## config.mk

```make
export PLATFORM = sky130hd
export DESIGN_NAME = mbisr_remap
export DESIGN_NICKNAME = d
export VERILOG_FILES = /design/src/rtl/mbisr_remap.sv
export SDC_FILE = /design/constraint.sdc
export NUM_CORES = 1
export LEC_CHECK = 0
export CORE_ASPECT_RATIO = 1.25
export CORE_MARGIN = 2
export CORE_UTILIZATION = 54
export DETAILED_ROUTE_END_ITERATION = 16
export DONT_BUFFER_PORTS = 1
export PLACE_DENSITY = 0.8
export SETUP_SLACK_MARGIN = 0.2
export SYNTH_ARGS = -nofsm -noshare
export SYNTH_HDL_FRONTEND = slang
export SYNTH_SLANG_ARGS = --single-unit
```

## constraint.sdc

```tcl
create_clock -name clk -period 6.4 [get_ports clk]
set_input_delay 0.64 -clock clk [delete_from_list [all_inputs] [get_ports clk]]
set_output_delay 0.64 -clock clk [all_outputs]
set_load 0.02 [all_outputs]
```

## src/rtl/mbisr_remap.sv

```systemverilog
// mbisr_remap: built-in self-repair stage that records MBIST failing addresses
// into spare word registers and remaps functional accesses to them after the run.
// Ports:
//   clk, rst                  clock, asynchronous active-high reset
//   bist_start, bist_done     MBIST run start pulse / completion level
//   fail_valid, fail_addr     failing-address stream from the MBIST controller
//   func_we/addr/wdata/rdata  functional memory port (rdata one-cycle latency)
//   mem_we/addr/wdata/rdata   memory macro port (synchronous read)
//   repair_ok, repair_fail    run done and fully repaired / run done with too many fails
//   spares_used               number of allocated spare entries
module mbisr_remap #(
    parameter int ADDR_W     = 8,
    parameter int DATA_W     = 8,
    parameter int NUM_SPARES = 4
) (
    input  logic              clk,
    input  logic              rst,
    input  logic              bist_start,
    input  logic              bist_done,
    input  logic              fail_valid,
    input  logic [ADDR_W-1:0] fail_addr,
    input  logic              func_we,
    input  logic [ADDR_W-1:0] func_addr,
    input  logic [DATA_W-1:0] func_wdata,
    output logic [DATA_W-1:0] func_rdata,
    output logic              mem_we,
    output logic [ADDR_W-1:0] mem_addr,
    output logic [DATA_W-1:0] mem_wdata,
    input  logic [DATA_W-1:0] mem_rdata,
    output logic              repair_ok,
    output logic              repair_fail,
    output logic [4:0]        spares_used
);
    typedef enum logic [1:0] {IDLE, COLLECT, REPAIRED, UNREPAIRABLE} state_t;
    state_t              state_q, state_d;
    logic [NUM_SPARES-1:0] valid_q;
    logic [ADDR_W-1:0]   addr_q [NUM_SPARES];
    logic [DATA_W-1:0]   data_q [NUM_SPARES];
    logic [4:0]          count_q, count_d;
    logic                ovf_q, ovf_d, hit_q;
    logic [DATA_W-1:0]   spare_q, hit_data;
    logic [NUM_SPARES-1:0] hit_oh;
    logic                fail_dup, hit, capture, alloc;

    // Lowest matching entry wins; the table never holds duplicates anyway.
    always_comb begin
        fail_dup = 1'b0;
        hit      = 1'b0;
        hit_oh   = '0;
        hit_data = '0;
        for (int i = 0; i < NUM_SPARES; i++) begin
            fail_dup = fail_dup | (valid_q[i] && addr_q[i] == fail_addr);
            if (!hit && state_q == REPAIRED && valid_q[i] && addr_q[i] == func_addr) begin
                hit       = 1'b1;
                hit_oh[i] = 1'b1;
                hit_data  = data_q[i];
            end
        end
    end

    assign capture = state_q == COLLECT && fail_valid && !fail_dup;
    assign alloc   = capture && count_q < 5'(NUM_SPARES);
    assign ovf_d   = ovf_q | (capture && !alloc);
    assign count_d = count_q + {4'b0, alloc};

    // A fail arriving with bist_done is folded into ovf_d before the decision.
    always_comb begin
        state_d = state_q;
        state_d = bist_start ? COLLECT :
                  (state_q == COLLECT && bist_done) ? (ovf_d ? UNREPAIRABLE : REPAIRED) : state_q;
    end

    always_ff @(posedge clk or posedge rst) begin
        if (rst) begin
            state_q <= IDLE;
            valid_q <= '0;
            count_q <= '0;
            ovf_q   <= 1'b0;
            hit_q   <= 1'b0;
            spare_q <= '0;
            for (int i = 0; i < NUM_SPARES; i++) begin
                addr_q[i] <= '0;
                data_q[i] <= '0;
            end
        end else begin
            state_q <= state_d;
            hit_q   <= hit;
            spare_q <= hit_data;
            if (bist_start) begin
                valid_q <= '0;
                count_q <= '0;
                ovf_q   <= 1'b0;
                for (int i = 0; i < NUM_SPARES; i++) begin
                    addr_q[i] <= '0;
                    data_q[i] <= '0;
                end
            end else begin
                count_q <= count_d;
                ovf_q   <= ovf_d;
                for (int i = 0; i < NUM_SPARES; i++) begin
                    if (alloc && count_q == 5'(i)) begin
                        valid_q[i] <= 1'b1;
                        addr_q[i]  <= fail_addr;
                        data_q[i]  <= '0;
                    end else if (hit_oh[i] && func_we) begin
                        data_q[i] <= func_wdata;
                    end
                end
            end
        end
    end

    assign mem_addr    = func_addr;
    assign mem_wdata   = func_wdata;
    assign mem_we      = func_we && !hit;
    assign func_rdata  = hit_q ? spare_q : mem_rdata;
    assign repair_ok   = state_q == REPAIRED;
    assign repair_fail = state_q == UNREPAIRABLE;
    assign spares_used = count_q;
endmodule

```

==> impl_metrics.tcl, run 1 <==
set metrics [dict create \
    power.density_cell_area_nw_per_um2 234 \
    worst-path-max-fanout 17 \
    worst_hold_startpoint "bist_start" \
    pwr-share-clk_pct 45.0 \
    post-route-min-period_ns 3.27 \
    p_sw_w 0.000290 \
    final_routed_wirelength_across_all_metal_layers_microns 11100 \
    clkTransAtPathRegs_ns 0.06 \
    internal_power_w 0.000905 \
    worst_setup_skew_after_layout_ns 0.00695 \
    setup_viol 0 \
    number_of_fillers_in_the_final_layout 770 \
    maximum_single_stage_delay_on_the_critical_path_ns 0.77 \
    worst_setup_path_start_kind "flip-flop" \
    first_pass_iters 4 \
    placed_cell_area_sq_um 4790 \
    placementRows 39 \
    p_comb_share_pct 8.0 \
    dieWidth_microns 89.6 \
    post-route-period-util_pct 51.1 \
    place.gp.congestion 0.910 \
    critPathKind "reg -> out" \
    avgRoutedWirePerCell_microns 19.9 \
    floorplan.core_area_sq_um 9030 \
    drc 0 \
    fraction_of_power_spent_switching_nets_pct 24.2 \
    finalHoldViolations 0 \
    cts_buffer_depth 2 \
    end_kind "output port" \
    postCtsSetupRepairBufs 0 \
    worst_slew_pin_slew_ns 1.10 \
    nets 469 \
    grt_start_max_net_pins 86 \
    m1_gr_usage_pct 28.8 \
    rr_endpoint "data_q[5]$_DFFE_PP0P_" \
    starting_density_of_the_core_pct 54.8 \
    synthesis.area_per_instance_sq_um 10.4 \
    clock_sink_count 85 \
    critical_path.n_buffers_inverters 0 \
    tritoncts "built" \
    placement.io_buffers 0 \
    reg2reg_slack_ns 3.65 \
    synth.yosys.seq_area_share_pct 43.0 \
    grt_antenna_before_repair 0 \
    worst_skew_pair.late_latency_ns 0.35 \
    htreeDepth 3 \
    critical_path.cell_chain "and2b_2 > and3_1 > and3_1 > nand2b_1 > nor4_1" \
    route.detailed.vias_per_inst 5.91 \
    worst_ir_drop_vdd_v 0.000143 \
    cpMostUsedCell "and3_1" \
    io-pin-count 70 \
    post_synth_num_cell_types 37 \
    globalRouteMet2Util_pct 38.0 \
    critPathArrivalTime_ns 2.63 \
    met3_usage_pct 5.21 \
    status "finished clean" \
    timing.final.max_slew_violations 0 \
    diodes 0 \
    drtAntennaViolNets 0 \
    global_route.overflow_total 0 \
    cpLargestDelayFamily "simple AND/OR/NAND/NOR gates" \
    postSynthRegisterBits 85 \
    reg2regPathDepth 6 \
    setup_total_negative_slack_ns 0 \
    hpwl_microns 7510 \
    timing.rr.start "addr_q[23]$_DFFE_PP0P_" \
    cp_data_required_time_ns 5.76 \
    synthesis.area_sq_um 4950 \
    num_vias 3294 \
    die_extent_in_y_microns 111 \
    fmax_mhz 306 \
    slowest_stage "nor4_1" \
    max-cap-violations 0 \
    synth_fp_nets 515 \
    power.sequential.fraction_pct 46.9 \
    hold_critical_path_endpoint "valid_q[0]$_DFFE_PP0P_" \
    grt.total_usage_pct 23.4 \
    first_iter_violations 200 \
    slew_headroom_pct 27.0 \
    grt_most_used_layer "met2" \
    cts-buffers-inserted 9 \
    clock_tree.root_cell "clkbuf_16" \
    yosys_synthesis_warning_count 0 \
    hold_path_class "in -> reg" \
    rsz_0062_raised_after_global_routing "false" \
    syn2layout_area_growth_pct 3.09 \
    post_synth_inst_count 475 \
    cts.repair.resized 0 \
    grt_pass1_wl_microns 17700 \
    via_count_of_the_first_global_routing_pass 3388 \
    worst_hold_path.num_cells 1 \
    drive_gt1_share_pct 8.76 \
    design_area_sq_um 5100 \
    cts_hold_repair.buffers 0 \
    full_die_area_sq_um 9950 \
    leakage_nw 2.32 \
]
## placed cells by master (no fill, tap or decap), types with 2 or more instances in the layout
master,count
xor2_1,15
clkinvlp_4,2
nor2_1,11
nor3_1,28
and3_1,10
o221ai_1,2
nor3b_1,7
clkinv_4,2
a21o_1,3
ha_1,2
a31oi_1,2
nor2b_1,2
nand4b_1,2
mux2i_1,64
a22oi_1,3
xnor2_1,52
nand3_1,15
nand2_1,3
clkbuf_16,9
nor4_1,7
o22ai_1,6
a21oi_1,13
and2_1,2
nor3_2,9
mux2_2,8
dfrtp_1,85
or3_1,5
nand2b_1,41
nand4_1,7
inv_1,7
## synthesized netlist by cell type, drive strengths merged
cell type	number	area share, %
inv	8	0.61
a21o	3	0.46
nor4	9	1.6
nand2b	41	5.2
a41oi	1	0.18
o22ai	6	0.76
nor3b	7	1.1
and2	2	0.25
a31oi	2	0.25
buf	46	5.5
or3	5	0.63
and2b	1	0.18
nor2	11	0.83
nor2b	2	0.25
o221ai	2	0.35
a21oi	13	1.3
xnor2	52	9.2
nand3	15	1.5
a22oi	3	0.46
dfrtp	85	43
nand4	7	0.89
mux2	8	1.8
mux2i	64	13
and3	10	1.3
clkbuf	12	0.96
nand2	3	0.23
ha	2	0.51
nor3	37	4.7
nand4b	2	0.35
xor2	15	2.7
or4	1	0.15
## through the flow
stage	instances	worst slack (ns)	util, %	total power [W]	hold WS (ns)
finish	557	3.13	56.5	0.00119	0.355
global route	557	2.97	56.5	0.00123	0.351
CTS	557	3.15	56.5	0.00120	0.351
detailed placement	541	3.46	53.1	0.000666	0.489
global placement	541	3.47	53.1	0.000664	0.480
floorplan	475	3.57	-	0.000677	0.456
## registers in the layout, indices dropped and copies added, names as in the netlist
signal / cells
addr_q: 32
data_q: 32
hit_q: 1
ovf_q: 1
spare_q: 8
spares_used: 5
state_q: 2
valid_q: 4
## power by group through the flow
stage	Clock (W)	Combinational (W)	Sequential (W)
after floorplan	0	0.000110	0.000567
after global placement	0	0.0000944	0.000570
after detailed placement	0	0.0000957	0.000571
after CTS	0.000545	0.0000966	0.000561
after global routing	0.000567	0.000105	0.000562
final	0.000538	0.0000960	0.000561
## metal layers
layer / vias up / share of wire [%]
li1: 1526 / -
met5: - / 0
met2: 98 / 50
met4: 0 / 2.9
met3: 20 / 6.3
met1: 1650 / 41
## how the worst max path moves through the flow
stage                           startpoint                     to  slack, ns  cells past startpoint
CTS                 state_q[1]$_DFFE_PP0P_                 mem_we       3.15                      5
finish              state_q[1]$_DFFE_PP0P_                 mem_we       3.13                      5
detailed placement            func_addr[1]                 mem_we       3.46                      5
global placement              func_addr[1]                 mem_we       3.47                      5
global route        state_q[0]$_DFFE_PP0P_                 mem_we       2.97                      5
floorplan                              rst  addr_q[0]$_DFFE_PP0P_       3.57                      1
## final cells by class
type / count / area [sq um] / area share [%]
inverter: 8 / 31.3 / 0.613
clock buffer: 10 / 239 / 4.69
timing repair buffer: 1 / 7.51 / 0.147
multi-input combinational: 324 / 2470 / 48.4
sequential: 85 / 2130 / 41.7
tap: 123 / 154 / 3.02
clock inverter: 6 / 71.3 / 1.40
## cells by family after synthesis
group	Yosys count	synth area share, %
multiplexers	72	14.8
adder cells (fa/ha/maj)	2	0.506
flip-flops	85	43.0
XOR/XNOR	67	11.9
AO/OA/AOI/OAI	30	3.77
AND/OR/NAND/NOR	153	19.0
buffers and inverters	66	7.08
No activity file was read; power rests on OpenSTA's default activity.
==> run 2: changes to the inputs <==
--- a/config.mk
+++ b/config.mk
@@ -10,7 +10,7 @@
 export CORE_UTILIZATION = 54
 export DETAILED_ROUTE_END_ITERATION = 16
 export DONT_BUFFER_PORTS = 1
-export PLACE_DENSITY = 0.8
+export PLACE_DENSITY = 0.83
 export SETUP_SLACK_MARGIN = 0.2
 export SYNTH_ARGS = -nofsm -noshare
 export SYNTH_HDL_FRONTEND = slang
==> constraint.sdc (replaced) <==
create_clock -name clk -period 3 [get_ports clk]
set_input_delay 0.3 -clock clk [delete_from_list [all_inputs] [get_ports clk]]
set_output_delay 0.3 -clock clk [all_outputs]
set_load 0.02 [all_outputs]
==> run 2 against run 1 <==
Effect of this change: total power grew 110%; clock skew increased by 0.0011 ns; wire length about the same; die area stayed put; critical path type unchanged; critical endpoint unchanged.
==> impl_metrics.tcl, run 2 (synthesized netlist as in run 1, its figures left out) <==
set metrics [dict create \
    clkTransAtPathRegs_ns 0.06 \
    starting_density_of_the_core_pct 54.8 \
    post-route-period-util_pct 91.4 \
    grt_pass1_wl_microns 18000 \
    clock_sink_count 85 \
    num_vias 3365 \
    power.sequential.fraction_pct 46.6 \
    grt.total_usage_pct 24.0 \
    fraction_of_power_spent_switching_nets_pct 23.7 \
    timing.final.max_slew_violations 0 \
    critPathArrivalTime_ns 2.44 \
    cts-buffers-inserted 9 \
    slew_headroom_pct 24.9 \
    diodes 0 \
    setup_viol 0 \
    worst_skew_pair.late_latency_ns 0.34 \
    dieWidth_microns 89.6 \
    fmax_mhz 365 \
    drc 0 \
    io-pin-count 70 \
    number_of_fillers_in_the_final_layout 763 \
    tritoncts "built" \
    grt_start_max_net_pins 86 \
    reg2reg_slack_ns 0.48 \
    first_pass_iters 4 \
    end_kind "output port" \
    grt_antenna_before_repair 0 \
    p_sw_w 0.000608 \
    first_iter_violations 171 \
    placement.io_buffers 0 \
    pwr-share-clk_pct 45.1 \
    setup_total_negative_slack_ns 0 \
    leakage_nw 2.36 \
    clock_tree.root_cell "clkbuf_16" \
    post-route-min-period_ns 2.74 \
    cp_data_required_time_ns 2.70 \
    htreeDepth 3 \
    worst-path-max-fanout 17 \
    critPathKind "reg -> out" \
    drive_gt1_share_pct 10.2 \
    power.density_cell_area_nw_per_um2 497 \
    drtAntennaViolNets 0 \
    worst_slew_pin_slew_ns 1.13 \
    via_count_of_the_first_global_routing_pass 3587 \
    hpwl_microns 7810 \
    rsz_0062_raised_after_global_routing "false" \
    hold_path_class "in -> reg" \
    layout_common_cells "85 x dfrtp_1, 64 x mux2i_1, 52 x xnor2_1, 41 x nand2b_1, 28 x nor3_1" \
    global_route.overflow_total 0 \
    worst_setup_path_start_kind "flip-flop" \
    route.detailed.vias_per_inst 5.97 \
    full_die_area_sq_um 9950 \
    floorplan.core_area_sq_um 9030 \
    final_common_cell "dfrtp_1" \
    placementRows 39 \
    max-cap-violations 0 \
    avgRoutedWirePerCell_microns 19.6 \
    final_routed_wirelength_across_all_metal_layers_microns 11100 \
    final_util_pct 57.1 \
    worst_setup_skew_after_layout_ns 0.00809 \
    cts_buffer_depth 2 \
    cts_hold_repair.buffers 0 \
    largest_registers "addr_q x32, data_q x32, spare_q x8" \
    nets 476 \
    place.gp.congestion 0.929 \
    internal_power_w 0.00196 \
    p_comb_share_pct 8.2 \
    syn2layout_area_growth_pct 4.22 \
    status "finished clean" \
    worst_ir_drop_vdd_v 0.000272 \
    finalHoldViolations 0 \
    die_extent_in_y_microns 111 \
]
## run 2: cell types whose count changed in the layout (fill, tap and decap cells not counted), sizes merged
cell / change
clkinv: +1
clkinvlp: -2
buf: +7
clkbuf: +2
inv: -1
## run 2: path summary, 6_finish.rpt
path,startpoint,endpoint,cells past startpoint
worst max-delay path,state_q[1]$_DFFE_PP0P_,mem_we,6
worst min-delay path,bist_start,valid_q[1]$_DFFE_PP0P_,1
worst max register to register,addr_q[23]$_DFFE_PP0P_,data_q[5]$_DFFE_PP0P_,6
worst min register to register,data_q[24]$_DFFE_PP0P_,spare_q[0]$_DFF_PP0_,2
max in group asynchronous,rst,addr_q[9]$_DFFE_PP0P_,2
min in group asynchronous,rst,spare_q[1]$_DFF_PP0_,1
## run 2: critical path, stage by stage, from the launching register on
cell,delay [ns]
dfrtp_1,0.42
and2b_2,0.30
and3_1,0.20
and3_2,0.29
nand2b_1,0.22
nor4_1,0.43
buf_4,0.23
## run 2: power by group through the flow
stage / combinational, W / clock, W / sequential (W)
finish: 0.000211 / 0.00116 / 0.00120
global route: 0.000231 / 0.00122 / 0.00120
CTS: 0.000214 / 0.00117 / 0.00120
detailed placement: 0.000212 / 0 / 0.00122
global placement: 0.000207 / 0 / 0.00122
floorplan: 0.000235 / 0 / 0.00121
## run 2: layout make-up
| type | count | area (sq um) | share of cell area (%) |
|---|---|---|---|
| well taps | 123 | 154 | 2.98 |
| multi-input cells | 324 | 2470 | 47.9 |
| clock buffers | 12 | 256 | 4.97 |
| inverters | 8 | 31.3 | 0.607 |
| clock inverters | 4 | 56.3 | 1.09 |
| flip-flops and latches | 85 | 2130 | 41.3 |
| repair buffers | 8 | 60.1 | 1.16 |
## run 2: routing by layer
layer	share of wire, %	track usage, %	routed length, microns
met3	6.6	6.11	725
met5	0	0	0
met4	3.4	11.1	379
met2	52	38.9	5760
met1	38	29.1	4200
## run 2: repair_timing
action / 4_1_cts / 5_1_grt
resized for setup: 0 / 1
setup buffers: 0 / 0
setup endpoints to repair: 0 / 12
## run 2: through the flow
stage / setup WS (ns) / hold WS (ns) / std cells / area [sq um] / power [W]
3_3_place_gp: 0.399 / 0.374 / 548 / 4840 / 0.00142
4_1_cts: 0.213 / 0.00948 / 564 / 5150 / 0.00258
2_1_floorplan: 0.507 / 0.429 / 475 / 4950 / 0.00144
3_5_place_dp: 0.356 / 0.377 / 548 / 4840 / 0.00143
6_report: 0.259 / 0.0394 / 564 / 5160 / 0.00256
5_1_grt: 0.254 / 0.0160 / 564 / 5160 / 0.00265
==> run 3: changes to the inputs <==
--- a/config.mk
+++ b/config.mk
@@ -8,6 +8,7 @@
 export CORE_ASPECT_RATIO = 1.25
 export CORE_MARGIN = 2
 export CORE_UTILIZATION = 54
+export CTS_BUF_LIST = sky130_fd_sc_hd__clkbuf_8
 export DETAILED_ROUTE_END_ITERATION = 16
 export DONT_BUFFER_PORTS = 1
 export PLACE_DENSITY = 0.83
==> run 3 against run 2 <==
Effect of this change: critical path depth unchanged; sequential cell count unchanged; maximum frequency up 3.2%; global-route usage up 0.32 points; die area unchanged; sequential share of layout area up 0.53 points; combinational power up 7%; clock power down 26%; non-clock buffer count up 2; critical path type unchanged.
==> impl_metrics.tcl, run 3 (synthesized netlist as in run 1, its figures left out) <==
set metrics [dict create \
    worst_hold_path.num_cells 1 \
    io-pin-count 70 \
    worst_setup_path_start_kind "flip-flop" \
    hold_path_class "in -> reg" \
    critical_path.cell_chain "xor2_1 > nor4_1 > and3_2 > nand2b_1 > nor4_2 > buf_4" \
    via_count_of_the_first_global_routing_pass 3577 \
    place.gp.congestion 0.929 \
    hpwl_microns 7810 \
    route.detailed.vias_per_inst 6.03 \
    full_die_area_sq_um 9950 \
    worst_setup_skew_after_layout_ns 0.0152 \
    drc 0 \
    die_extent_in_y_microns 111 \
    slew_headroom_pct 24.3 \
    rsz_0062_raised_after_global_routing "false" \
    grt_start_max_net_pins 67 \
    critPathKind "reg -> out" \
    post-route-period-util_pct 88.6 \
    worst_skew_pair.late_latency_ns 0.37 \
    floorplan.core_area_sq_um 9030 \
    num_vias 3411 \
    fmax_mhz 376 \
    clock_sink_count 85 \
    worst_slack_ns 0.343 \
    final_common_cell "dfrtp_1" \
    worst-path-max-fanout 17 \
    critical_path.n_buffers_inverters 1 \
    leakage_nw 2.33 \
    power.density_cell_area_nw_per_um2 449 \
    finalHoldViolations 0 \
    syn2layout_area_growth_pct 2.91 \
    placement.io_buffers 0 \
    largest_registers "addr_q x32, data_q x32, spare_q x8" \
    slowest_stage "and3_2" \
    grt_pass1_wl_microns 18200 \
    cts_buffer_depth 2 \
    cpLargestDelayFamily "simple AND/OR/NAND/NOR gates" \
    status "finished clean" \
    cts-buffers-inserted 9 \
    critical_path_cell_count 6 \
    post-place-ws_ns 0.356 \
    setup_total_negative_slack_ns 0 \
    design_power_total_w 0.00228 \
    layout_common_cells "85 x dfrtp_1, 64 x mux2i_1, 52 x xnor2_1, 41 x nand2b_1, 28 x nor3_1" \
    starting_density_of_the_core_pct 54.8 \
    avgRoutedWirePerCell_microns 20.0 \
    max-cap-violations 0 \
    timing.final.max_slew_violations 0 \
    grt_antenna_before_repair 0 \
    diodes 0 \
    dieWidth_microns 89.6 \
    first_pass_iters 5 \
    postCtsSetupRepairBufs 0 \
    worst_slew_pin_slew_ns 1.13 \
    worst_ir_drop_vdd_v 0.000267 \
    global_route.overflow_total 0 \
    first_iter_violations 190 \
    clock_tree.root_cell "clkbuf_8" \
    placementRows 39 \
    cp_data_required_time_ns 2.70 \
    tritoncts "built" \
    grt.total_usage_pct 24.3 \
    critPathArrivalTime_ns 2.36 \
    maximum_single_stage_delay_on_the_critical_path_ns 0.48 \
    drtAntennaViolNets 0 \
    drive_gt1_share_pct 10.6 \
    htreeDepth 3 \
    final_routed_wirelength_across_all_metal_layers_microns 11300 \
    clkTransAtPathRegs_ns 0.08 \
    setup_viol 0 \
    post-route-min-period_ns 2.66 \
    number_of_fillers_in_the_final_layout 774 \
    end_kind "output port" \
    reg2regPathDepth 6 \
    nets 478 \
]
## run 3: cell count changes in the layout (fill, tap and decap cells not counted), sizes merged
cell and delta:
buf +1, clkbuf -1, dlygate4sd3 +1, inv +1
## run 3: area by class of cell
type | instances | area, sq um | share of cell area [%]
clock buffer | 11 | 151 | 2.97
clock inverter | 5 | 60.1 | 1.18
inverter | 8 | 31.3 | 0.614
multi-input combinational | 324 | 2480 | 48.7
sequential | 85 | 2130 | 41.8
tap | 123 | 154 | 3.02
timing repair buffer | 10 | 90.1 | 1.77
## run 3: what timing repair did
item                                    4_1_cts  5_1_grt
resized for setup                             1        1
hold buffers                                  2        0
endpoints found under the hold margin        39        0
endpoints found under the setup margin        1        6
## run 3: path summary, 6_finish.rpt
path | startpoint | to | slack (ns)
worst max-delay path | addr_q[23]$_DFFE_PP0P_ | mem_we | 0.34
worst min-delay path | bist_start | data_q[28]$_DFFE_PP0P_ | 0.03
worst max register to register | addr_q[23]$_DFFE_PP0P_ | data_q[5]$_DFFE_PP0P_ | 0.47
worst min register to register | data_q[25]$_DFFE_PP0P_ | spare_q[1]$_DFF_PP0_ | 0.52
max in group asynchronous | rst | addr_q[9]$_DFFE_PP0P_ | 2.15
min in group asynchronous | rst | spare_q[4]$_DFF_PP0_ | 0.06
## run 3: metrics by stage
stage                     hold WS, ns  cells  util (%)  cell area (sq um)
final                          0.0251    566      56.4               5090
after global routing           0.0171    566      56.4               5090
after CTS                     0.00166    566      56.4               5090
after detailed placement        0.377    548      53.6               4840
after global placement          0.374    548      53.6               4840
after floorplan                 0.429    475         -               4950
## run 3: worst register-to-register path, cell delays in order (launching register included)
cell      delay [ns]
dfrtp_1         0.42
xor2_1          0.18
nor4_1          0.46
and3_2          0.48
nand4b_1        0.53
mux2i_1         0.27
nor3_1          0.07
## run 3: per-layer routing
layer / track usage [%] / wire, microns / up-vias
li1: - / - / 1539
met4: 11.7 / 452 / 0
met3: 6.25 / 825 / 37
met5: 0 / 0 / -
met2: 39.5 / 5800 / 138
met1: 29.2 / 4220 / 1697
## run 3: where the power goes
group	total [W]	internal [W]	switching (W)
clock network	0.000864	0.000432	0.000432
registers	0.00119	0.00117	0.0000290
logic	0.000226	0.0000991	0.000127
